<file path="src/rtl/bus_arbiter.sv">
// rtl/bus_arbiter.sv - two-port (fetch/data) arbiter onto one shared memory bus
module bus_arbiter #(
  parameter int DATA_WIDTH   = 32,
  parameter int STARVE_LIMIT = 4,
  parameter int TIMEOUT      = 255
) (
  input  logic                  clk,
  input  logic                  rst_n,
  input  logic                  i_req,
  input  logic [DATA_WIDTH-1:0] i_addr,
  output logic [DATA_WIDTH-1:0] i_rdata,
  output logic                  i_ack,
  input  logic                  d_req,
  input  logic                  d_we,
  input  logic [DATA_WIDTH-1:0] d_addr,
  input  logic [DATA_WIDTH-1:0] d_wdata,
  input  logic [3:0]            d_byte_mark,
  output logic [DATA_WIDTH-1:0] d_rdata,
  output logic                  d_ack,
  output logic                  m_req,
  output logic                  m_we,
  output logic [DATA_WIDTH-1:0] m_addr,
  output logic [DATA_WIDTH-1:0] m_wdata,
  output logic [3:0]            m_byte_mark,
  input  logic [DATA_WIDTH-1:0] m_rdata,
  input  logic                  m_ready,
  output logic                  stall,
  output logic                  err
);

  localparam int WW = $clog2(TIMEOUT + 1);
  localparam logic [WW-1:0] WAIT_LAST  = WW'(TIMEOUT - 1);
  localparam logic [2:0]    STREAK_MAX = 3'(STARVE_LIMIT);

  typedef enum logic [1:0] {
    IDLE  = 2'd0,
    GNT_I = 2'd1,
    GNT_D = 2'd2
  } state_t;

  state_t        state, state_next;
  logic [2:0]    d_streak;
  logic [WW-1:0] wait_cnt;
  logic          grant_i, grant_d, complete, expire;
  logic          arb_open, starved;

  // A port whose ack is showing has a request line that may still be the old
  // one, so arbitration waits out the ack cycle; this also lets a held D
  // request keep winning until the starvation guard hands the bus to I.
  assign arb_open = ~i_ack & ~d_ack;
  assign starved  = (d_streak == STREAK_MAX) & i_req;

  // Pipeline hold while either requester is still waiting for its ack.
  assign stall = (i_req & ~i_ack) | (d_req & ~d_ack);

  // State register.
  always_ff @(posedge clk or negedge rst_n) begin
    if (!rst_n) state <= IDLE;
    else        state <= state_next;
  end

  // Next-state: arbitration in IDLE, completion or timeout while granted.
  always_comb begin
    state_next = state;
    grant_i    = 1'b0;
    grant_d    = 1'b0;
    complete   = 1'b0;
    expire     = 1'b0;
    case (state)
      IDLE: begin
        if (arb_open) begin
          if (d_req && !starved) begin
            grant_d    = 1'b1;
            state_next = GNT_D;
          end else if (i_req) begin
            grant_i    = 1'b1;
            state_next = GNT_I;
          end
        end
      end
      GNT_I, GNT_D: begin
        if (m_ready) begin
          complete   = 1'b1;
          state_next = IDLE;
        end else if (wait_cnt == WAIT_LAST) begin
          expire     = 1'b1;
          state_next = IDLE;
        end
      end
      default: state_next = IDLE;
    endcase
  end

  // Bus launch, response capture, ack/err pulses, streak and wait counters.
  always_ff @(posedge clk or negedge rst_n) begin
    if (!rst_n) begin
      m_req       <= 1'b0;
      m_we        <= 1'b0;
      m_addr      <= '0;
      m_wdata     <= '0;
      m_byte_mark <= 4'b0000;
      i_rdata     <= '0;
      d_rdata     <= '0;
      i_ack       <= 1'b0;
      d_ack       <= 1'b0;
      err         <= 1'b0;
      d_streak    <= 3'd0;
      wait_cnt    <= '0;
    end else begin
      i_ack <= 1'b0;
      d_ack <= 1'b0;
      err   <= 1'b0;

      if (grant_i) begin
        m_req       <= 1'b1;
        m_we        <= 1'b0;
        m_addr      <= i_addr;
        m_wdata     <= '0;
        m_byte_mark <= 4'b1111;
        wait_cnt    <= '0;
        d_streak    <= 3'd0;
      end

      if (grant_d) begin
        m_req       <= 1'b1;
        m_we        <= d_we;
        m_addr      <= d_addr;
        m_wdata     <= d_wdata;
        m_byte_mark <= d_byte_mark;
        wait_cnt    <= '0;
        // Only grants that actually made I wait count toward starvation.
        if (!i_req)                      d_streak <= 3'd0;
        else if (d_streak != STREAK_MAX) d_streak <= d_streak + 3'd1;
      end

      if (complete || expire) begin
        m_req <= 1'b0;
        err   <= expire;
        if (state == GNT_I) begin
          i_ack   <= 1'b1;
          i_rdata <= expire ? '0 : m_rdata;
        end else begin
          d_ack <= 1'b1;
          if (expire)     d_rdata <= '0;
          else if (!m_we) d_rdata <= m_rdata;
        end
      end else if (state != IDLE) begin
        wait_cnt <= wait_cnt + WW'(1);
      end
    end
  end

endmodule

</file>
<file path="config.mk">
export PLATFORM = sky130hd
export DESIGN_NAME = bus_arbiter
export DESIGN_NICKNAME = d
export VERILOG_FILES = /design/src/rtl/bus_arbiter.sv
export SDC_FILE = /design/constraint.sdc
export NUM_CORES = 1
export LEC_CHECK = 0
export ABC_AREA = 1
export CELL_PAD_IN_SITES_DETAIL_PLACEMENT = 1
export CELL_PAD_IN_SITES_GLOBAL_PLACEMENT = 1
export CORE_ASPECT_RATIO = 0.75
export CORE_MARGIN = 5
export CORE_UTILIZATION = 31
export DETAILED_ROUTE_END_ITERATION = 8
export PLACE_DENSITY = 0.89
export SYNTH_ARGS = -nofsm -noshare
export SYNTH_HDL_FRONTEND = slang
export SYNTH_SLANG_ARGS = --single-unit
export TNS_END_PERCENT = 100
</file>
<file path="constraint.sdc">
create_clock -name clk -period 2.43 [get_ports clk]
set_input_delay 0.729 -clock clk [delete_from_list [all_inputs] [get_ports clk]]
set_output_delay 0.729 -clock clk [all_outputs]
set_load 0.01 [all_outputs]
</file>
; After elaboration in Yosys (flattened, before gate mapping)
; Index checks and enable logic that the tools add are counted.
[word_totals]
reg_bits = 150
in_bits = 138
out_inout_bits = 138
wordCells = 88
[op_classes]
addsub = 2
n_eq_ne = 9
muxes = 45
n_bitwise = 8
n_reduce_logical = 11
[op_table]
columns = operator, n
row1 = 2-to-1 mux 32 bit, 7
row2 = 2-to-1 mux 8 bit, 4
row3 = 2-to-1 mux 1 bit, 22
row4 = 2-to-1 mux 3 bit, 4
row5 = 2-to-1 mux 2 bit, 5
row6 = "inequality test 3 bit, second input constant", 3
row7 = "adder 8 x 1 -> 8 bit, second input constant", 1
row8 = "== test 8 bit, second input constant", 1
row9 = 2-to-1 mux 4 bit, 2
row10 = AND reduction 3 bit, 2
row11 = bitwise AND 1 bit, 4
row12 = one-hot mux 2 bit (2 select lines), 1
row13 = nonzero test 2 bit, 2
row14 = "adder 3 x 1 -> 3 bit, second input constant", 1
row15 = "== test 3 bit, second input constant", 1
row16 = inverter 1 bit, 3
row17 = nonzero test 3 bit, 1
row18 = "== test 2 x 1 -> 1 bit, second input constant", 1
row19 = "== test 2 bit, second input constant", 1
row20 = zero test 2 bit, 1
row21 = "inequality test 2 x 1 -> 1 bit, second input constant", 1
row22 = "inequality test 2 bit, second input constant", 1
row23 = AND reduction 2 bit, 1
row24 = OR reduction 2 bit, 1
row25 = 4 further kinds, 4

; Depth between registers and ports, before layout
[logic_depth]
word_depth = 11
depth_mapped = 11
ltp_nobuf = 11

; Worst setup path after synthesis
; No wires, ideal clock.
[synth_timing]
path_type = in2out
startpoint = in d_req
endpoint = out stall
arrival_ps = 1187
required_ps = 1701
setup_slack_ps = 514
cell_stages = 3
path_buffers = 1
cell_sequence = clkbuf_1 > inv_1 > o22ai_1
[synth_via]
elab_chain_cells = 2
[synth_rtl]
columns = item, line_no
row1 = start: declaration, 13  ; input logic d_req,
row2 = bitwise AND 1 bit, 54  ; assign stall = (i_req & ~i_ack) | (d_req & ~d_ack);
row3 = OR 1 bit, 54
row4 = end: declaration, 27  ; output logic stall,
; Every way passes these cells.

; Final worst setup path
[layout_timing]
startpoint = in i_req
endpoint = out stall
[layout_via]
elab_chain_cells = 2
[layout_rtl]
columns = item, line_no
row1 = start: declaration, 9  ; input logic i_req,
row2 = bitwise AND 1 bit, 54
row3 = OR 1 bit, 54
; Every way passes these cells.

==> flow_summary_export.csv <==
group,metric,value,unit
pwr,clkPwrFrac,19.8,%
pwr,p_switching,4.916,mW
finish,regArea,3754,um2
worst_setup_path,crit_cells,4,
clocking,cts_htree_levels,4,
synthesis,ys.flop_type,"dfrtp_1",
pwr,internal-power,8.071,mW
routing,wl,22610,um
synthesis,synth_edf_count,0,
synthesis,ys_top_cells_by_area,"dfrtp_1, nand2_1, inv_1",
pwr,leakage,5.245,nW
sta,rsz0062_at_grt,"false",
sta,hold_slack,208.2,ps
clocking,clkLatencyLatePin,420,ps
placed_design,place_congestion,0.7906,
sta,fin_crit,2316,ps
clocking,cts_buffer_depth,2,
pwr,peakVddDrop,0.4899,mV
global_route,first_global_vias,7068,
worst_setup_path,crit_type,"input pin to primary output",
synthesis,synth_common_cells,"nand2_1, dfrtp_1, inv_1",
pwr,p_sw_share,37.86,%
worst_hold_path,hold_class,"input pin to async pin",
sta,relSlewSlack,73.54,%
die,initial_core_util,31.81,%
sta,worst_pin_slew,396.9,ps
pwr,p_seq_share,32.5,%
worst_setup_path,crit_end,"stall",
pwr,finalPower,12.99,mW
routing,postRouteAntennaNets,0,
worst_setup_path,reg2reg_from,"state[0]",
die,die_h,138.2,um
finish,antenna_cells,0,
synthesis,yosysWarnings,0,
worst_setup_path,critPathLaunch,"i_req",
synthesis,avgSynthCellArea,8.214,um2
worst_setup_path,r2r-end,"d_rdata[26]",
global_route,grt_pass1_wl,37140,um
routing,drt-initial-drc-count,255,
finish,final_cells,1406,
routing,routed-via-count,6445,
worst_setup_path,crit_fanout,2,
global_route,grt_overflow,0,
clocking,clk_pin_slew,70,ps
synthesis,synth_top_cell_by_area,"dfrtp_1",
synthesis,ys_seq_area_share,55.26,%
worst_setup_path,max_stage_delay,490,ps
clocking,post-cts-setup-buffer-count,0,
placed_design,dpl.cell_count,1374,
synthesis,syn_inst,827,
synthesis,async_flop_share,100.0,%
clocking,cts_tree,"done",
global_route,antenna_found_initial,0,
status,status,"completed",
worst_setup_path,ff2ff_setup_slack,490,ps
pwr,powerDensity,1231,nW/um2
finish,syn_to_final_growth,55.35,%
worst_setup_path,worstPathRequired,1700,ps
finish,multi_input_comb_area,2471,um2
finish,finalNetCount,1249,
die,ios,276,
placed_design,dpl.hpwl,17290,um
pwr,power_frac_comb,47.7,%
synthesis,ys_types,29,
sta,max_freq,0.4317,GHz
worst_setup_path,crit_path_cell_trace,"clkdlybuf4s50_1 > inv_1 > o22ai_1 > clkbuf_2",
die,rows,46,
placed_design,dp_slack,-282.8,ps
die,fp.dieW,180.9,um
synthesis,netlist.area_leader.share,55.26,%
die,core,21350,um2
worst_setup_path,cp_slowest_cell,"clkdlybuf4s50_1",
sta,maxSlewViolCount,0,
worst_setup_path,cp_top_family,"buffers and inverters",
sta,min_period_over_period,95.33,%
clocking,numCtsBuffers,17,
synthesis,synth.most_common_cell,"nand2_1",
sta,finalHoldViolations,0,
global_route,grt_max_degree,66,
clocking,cts.sinks,150,
job,cap_violations,0,
synthesis,synth-seq-cells,150,
worst_setup_path,cp-start-kind,"input pin",
clocking,cts_root_buf,"clkbuf_16",
sta,setup_viol,0,
finish,drive_gt1_share,8.229,%
worst_setup_path,r2r_cells,11,
worst_setup_path,path_buf_inv,3,
routing,wl_per_cell,16.08,um
placed_design,numPortBuffers,275,
sta,finalWorstSetupSlack,113.5,ps
sta,fin_skew,12.13,ps
routing,drc,0,
synthesis,synthesis.area,6793,um2
die,die-area,25000,um2
synthesis,syn_nets,971,
worst_setup_path,end_kind,"primary output",
global_route,grt_usage,18.10,%
worst_setup_path,worstPathArrival,1590,ps
finish,fill_cells,2490,
routing,firstDrtPassIters,4,
routing,detail_route.vias_per_cell,4.584,
-- power groups by stage --
stage          Clock, mW  Combinational (mW)  Sequential [mW]
6_report            2.57                6.20             4.22
5_1_grt             2.78                6.84             4.36
4_1_cts             2.66                6.34             4.23
3_5_place_dp           0                6.30             4.26
3_3_place_gp           0                6.07             4.19
2_1_floorplan          0                2.45             4.66
-- cell type report --
| cell class | instances | area share [%] |
|---|---|---|
| Sequential cell | 150 | 35.57 |
| Multi-Input combinational cell | 546 | 23.42 |
| Clock inverter | 13 | 1.138 |
| Timing Repair Buffer | 302 | 29.04 |
| Inverter | 88 | 3.130 |
| Tap cell | 288 | 3.415 |
| Clock buffer | 19 | 4.292 |
-- per-stage QoR --
| stage | instance area [um2] | utilization, % | TNS, ps |
|---|---|---|---|
| final | 10550 | 49.42 | 0 |
| after floorplan | 6793 | - | 0 |
| after global routing | 10550 | 49.42 | 0 |
| after detailed placement | 9985 | 46.76 | -292.3 |
| after global placement | 9985 | 46.76 | -265.8 |
| after CTS | 10560 | 49.44 | 0 |
-- routing by layer --
layer  vias to the layer above  routed length, um  global-route usage (%)
met3                        33               1723                   6.529
li1                       3089                  -                       -
met4                         0                500                   5.688
met5                         -                  0                       0
met2                       177              10880                   30.29
met1                      3146               9508                   21.91
-- cell families after synthesis --
family,after synthesis,synth area share (%)
AO/OA/AOI/OAI,115,9.781
buffers and inverters,131,8.492
flip-flops,150,55.26
XOR/XNOR,6,0.7738
adder cells (fa/ha/maj),6,1.105
AND/OR/NAND/NOR,419,24.59
-- worst reg2reg max path: cells and delay by family, from the launching register on --
kind | cells | cell delay (ps)
adder cells (fa/ha/maj) | 1 | 360
AND/OR/NAND/NOR | 6 | 650
buffers and inverters | 4 | 530
flip-flops | 1 | 350
-- flip-flops by register name (all words and copies together), names as in the netlist --
name and flops:
wait_cnt 8, m_we 1, d_rdata 32, d_streak 3, m_addr 32, m_byte_mark 4
state 2, err 1, i_rdata 32, d_ack 1, i_ack 1, m_wdata 32
m_req 1
-- cell usage in the layout, fill, tap and decap left out, types with 2 or more instances in the layout --
master | netlist | final
nand2_1 | 352 | 352
clkdlybuf4s50_1 | 0 | 273
dfrtp_1 | 150 | 150
inv_1 | 85 | 85
o21ai_0 | 59 | 59
nor2_1 | 37 | 37
o21ai_1 | 28 | 28
buf_4 | 0 | 18
clkbuf_16 | 0 | 17
nand3_1 | 15 | 15
o21ai_2 | 14 | 14
buf_12 | 0 | 9
a21oi_1 | 6 | 6
ha_1 | 6 | 6
clkinvlp_4 | 0 | 6
nand2_2 | 5 | 5
o22a_1 | 4 | 4
inv_6 | 0 | 4
inv_2 | 3 | 3
xnor2_1 | 3 | 3
nor2_4 | 3 | 3
xor2_1 | 3 | 3
nand4_1 | 2 | 2
nand3_4 | 2 | 2
clkinv_2 | 0 | 2
clkbuf_8 | 0 | 2
-- how the worst min path moves through the flow --
stage,startpoint,endpoint,slack [ps],cells after the start
2_1_floorplan,rst_n,d_ack,430,0
3_3_place_gp,m_wdata[24],m_wdata[24],460,2
3_5_place_dp,m_wdata[28],m_wdata[28],460,2
4_1_cts,rst_n,m_wdata[8],210,1
5_1_grt,rst_n,m_wdata[8],220,1
6_report,rst_n,m_wdata[8],210,1
-- what timing repair did --
item | in CTS | in global routing
resized for setup | 2 | 1
endpoints found under the setup margin | 1 | 1
hold buffers | 0 | 0
No activity file was read; power rests on OpenSTA's default activity.
==> edit, RTL diff (config.mk and constraints unchanged) <==
Put one more register stage on the output `err`, with the module's reset. The value now appears one clock later. The other outputs are not delayed to match.
--- a/src/rtl/bus_arbiter.sv
+++ b/src/rtl/bus_arbiter.sv
@@ -38,4 +38,6 @@
     GNT_D = 2'd2
   } state_t;
+
+  logic err_s0;
 
   state_t        state, state_next;
@@ -104,5 +106,5 @@
       i_ack       <= 1'b0;
       d_ack       <= 1'b0;
-      err         <= 1'b0;
+      err_s0      <= 1'b0;
       d_streak    <= 3'd0;
       wait_cnt    <= '0;
@@ -110,5 +112,5 @@
       i_ack <= 1'b0;
       d_ack <= 1'b0;
-      err   <= 1'b0;
+      err_s0 <= 1'b0;
 
       if (grant_i) begin
@@ -136,5 +138,5 @@
       if (complete || expire) begin
         m_req <= 1'b0;
-        err   <= expire;
+        err_s0 <= expire;
         if (state == GNT_I) begin
           i_ack   <= 1'b1;
@@ -151,4 +153,12 @@
   end
 
+  always_ff @(posedge clk or negedge rst_n) begin
+    if (!rst_n) begin
+      err <= '0;
+    end else begin
+      err <= err_s0;
+    end
+  end
+
 endmodule
 
Check against the original RTL: no difference found for any inputs over 4 cycles, from zero or initial values and one cycle with rst_n low; that may be too few to reach the edited logic, so the function may still have changed.
==> edit against the original RTL <==
  * First-iteration DRC count shrank 26%
  * Register-to-register slack better by 80 ps
  * Core utilization decreased by 0.59 points
  * Synthesized area up 0.50%
  * Final area increased by 1.2%
  * Power grew 3.7%
  * Cell count shrank 0.57%
  * Setup slack lost 26 ps
  * Global-route usage rose by 1.2 points
  * Via count increased by 1.5%
  * Sequential share of layout area down 0.20 points
  * Routed wire length rose by 6.3%
  * Clock skew shrank 1.3 ps
  * Sequential cell count rose by 1
==> edit: results (changes against the original RTL) <==
| Metric | Value |
|---|---|
| Outcome | completed |
| Setup bufs post-CTS | 0 (unchanged) |
| Hpwl dp | 18400 µm (+6.3%) |
| Initial antenna violation count | 1 (+1) |
| Netlist cell types | 29 (unchanged) |
| Placed Cells | 1365 (-0.66%) |
| CTS buffer count | 17 (unchanged) |
| Routed wire length | 24000 µm (+6.3%) |
| Largest net degree at the start of global routing | 43 (-35%) |
| Clock tree buffer depth | 2 (unchanged) |
| Initial detailed-routing violation count | 189 (-26%) |
| Worst Skew | 10.8 ps (-1.31 ps) |
| Dominant cells by area after synthesis | dfrtp_1 (55%), nand2_1 (20%), inv_1 (4.7%) |
| RePlAce Congestion | 0.835 (+5.6%) |
| Reg-to-reg endpoint | i_rdata[31]$_DFFE_PN0P_ |
| Net Count, Synth | 955 (-1.6%) |
| Yosys warns | 0 (unchanged) |
| Vias/cell | 4.68 (+2.1%) |
| Final Core Density | 48.8% (-0.59 points) |
| Part of the cycle the worst path needs | 96.4% (+1.1 points) |
| Worst-path clk slew | 70 ps (about the same) |
| Crit path launch | i_req |
| Vias in the first global route | 7277 (+3.0%) |
| Most numerous cell in the Yosys netlist | nand2_1 |
| FILL cells | 2560 (+2.8%) |
| XOR/XNOR share of the synthesized area | 0.257% (-0.52 points) |
| Seq/Total Area, Yosys | 55.4% (+0.093 points) |
| Placed Area | 10100 µm² (+0.98%) |
| Main synth FF type | dfrtp_1 |
| Clock Latency Late Sink | 420 ps (about the same) |
| CP Data Arrival Time | 1610 ps (+20 ps) |
| Vias | 6540 (+1.5%) |
| VDD IR-drop max | 545 µV (+11%) |
| Slew Viols, Final | 0 (unchanged) |
| PortBufs | 275 (unchanged) |
| Post-synth ARST share | 100% (unchanged) |
| Pre-CTS setup slack | -373 ps (-90.6 ps) |
| Yosys reg bits | 151 (+0.67%) |
| Clock root cell | clkbuf_16 |
| Nets | 1234 (-1.2%) |
| Layout cells sized above 1 | 8.70% (+0.47 points) |
| Actual slew at the worst max-slew pin | 464 ps (+67.4 ps) |
| Synth Area in Compound Gates | 8.38% (-1.4 points) |
| GRT Overall Usage | 19.3% (+1.2 points) |
| Reg-to-Reg Start | state[0]$_DFFE_PN0P_ |
| LEAKAGE | 0.00535 µW (+2.0%) |
| 1st-pass router iterations | 4 (unchanged) |
| First-pass GRT wire length | 39200 µm (+5.6%) |
| R2R Setup Slk | 570 ps (+80 ps) |
| HP Class | input pin to async pin |
| R2R cell count | 10 (-1) |
| # H-tree levels | 4 (unchanged) |
| Synth Area in Adders | 1.10% (-0.0055 points) |
| Worst Setup EP | stall |
| Synth top cells by count | nand2_1 (357), dfrtp_1 (151), inv_1 (85) |
| Avg Cell Area, Syn | 8.42 µm² (+2.5%) |
| Gates resized, CTS repair | 6 (+4) |
==> edit: changes by cell type after synthesis, moves of 5 or more <==
cell      before  now
o21ai_1       28    9
nand4_1        2   34
nor2_1        37   26
o21ai_0       59    7
o21ai_2       14   23
nand2_1      352  357
o211ai_1       0   32
==> edit: final cells by class <==
class | instances | area share [%]
Timing Repair Buffer | 304 | 29.3
Sequential cell | 151 | 35.4
Antenna cell | 1 | 0.0234
Clock buffer | 18 | 4.11
Multi-Input combinational cell | 529 | 23.2
Inverter | 87 | 3.06
Clock inverter | 14 | 1.52
Tap cell | 294 | 3.44
==> edit: cells by family (layout without fill, tap and decap cells) <==
family          Yosys count  count (layout)
simple gates            441             441
flops                   151             151
buf+inv                 131             423
compound gates           80              80
fa+ha+maj                 6               6
xor+xnor                  2               2
other cells               0               1
==> edit: metrics by stage <==
step	setup TNS, ps	hold slack (ps)
2_1_floorplan	0	331
3_3_place_gp	-299	333
3_5_place_dp	-2510	339
4_1_cts	0	224
5_1_grt	0	235
6_report	0	226
==> edit: per-layer routing <==
metal / vias to the layer above / GRT usage [%] / part of all wire, %
li1: 3106 / - / -
met1: 3227 / 22.5 / 41
met2: 171 / 33.7 / 50
met3: 36 / 6.36 / 6.1
met4: 0 / 6.08 / 2.5
met5: - / 0 / 0
==> edit: report_power, final <==
| group | internal [µW] | total [µW] | leakage, µW | switching (µW) |
|---|---|---|---|---|
| registers | 3630 | 4290 | 0.00190 | 657 |
| clock network | 1580 | 2720 | 0.000294 | 1140 |
| logic | 3110 | 6460 | 0.00316 | 3340 |
==> edit: worst max-delay path, cell delays in order <==
cell             delay (ps)
clkdlybuf4s50_1         500
inv_1                    80
o21ai_1                 140
buf_2                   160
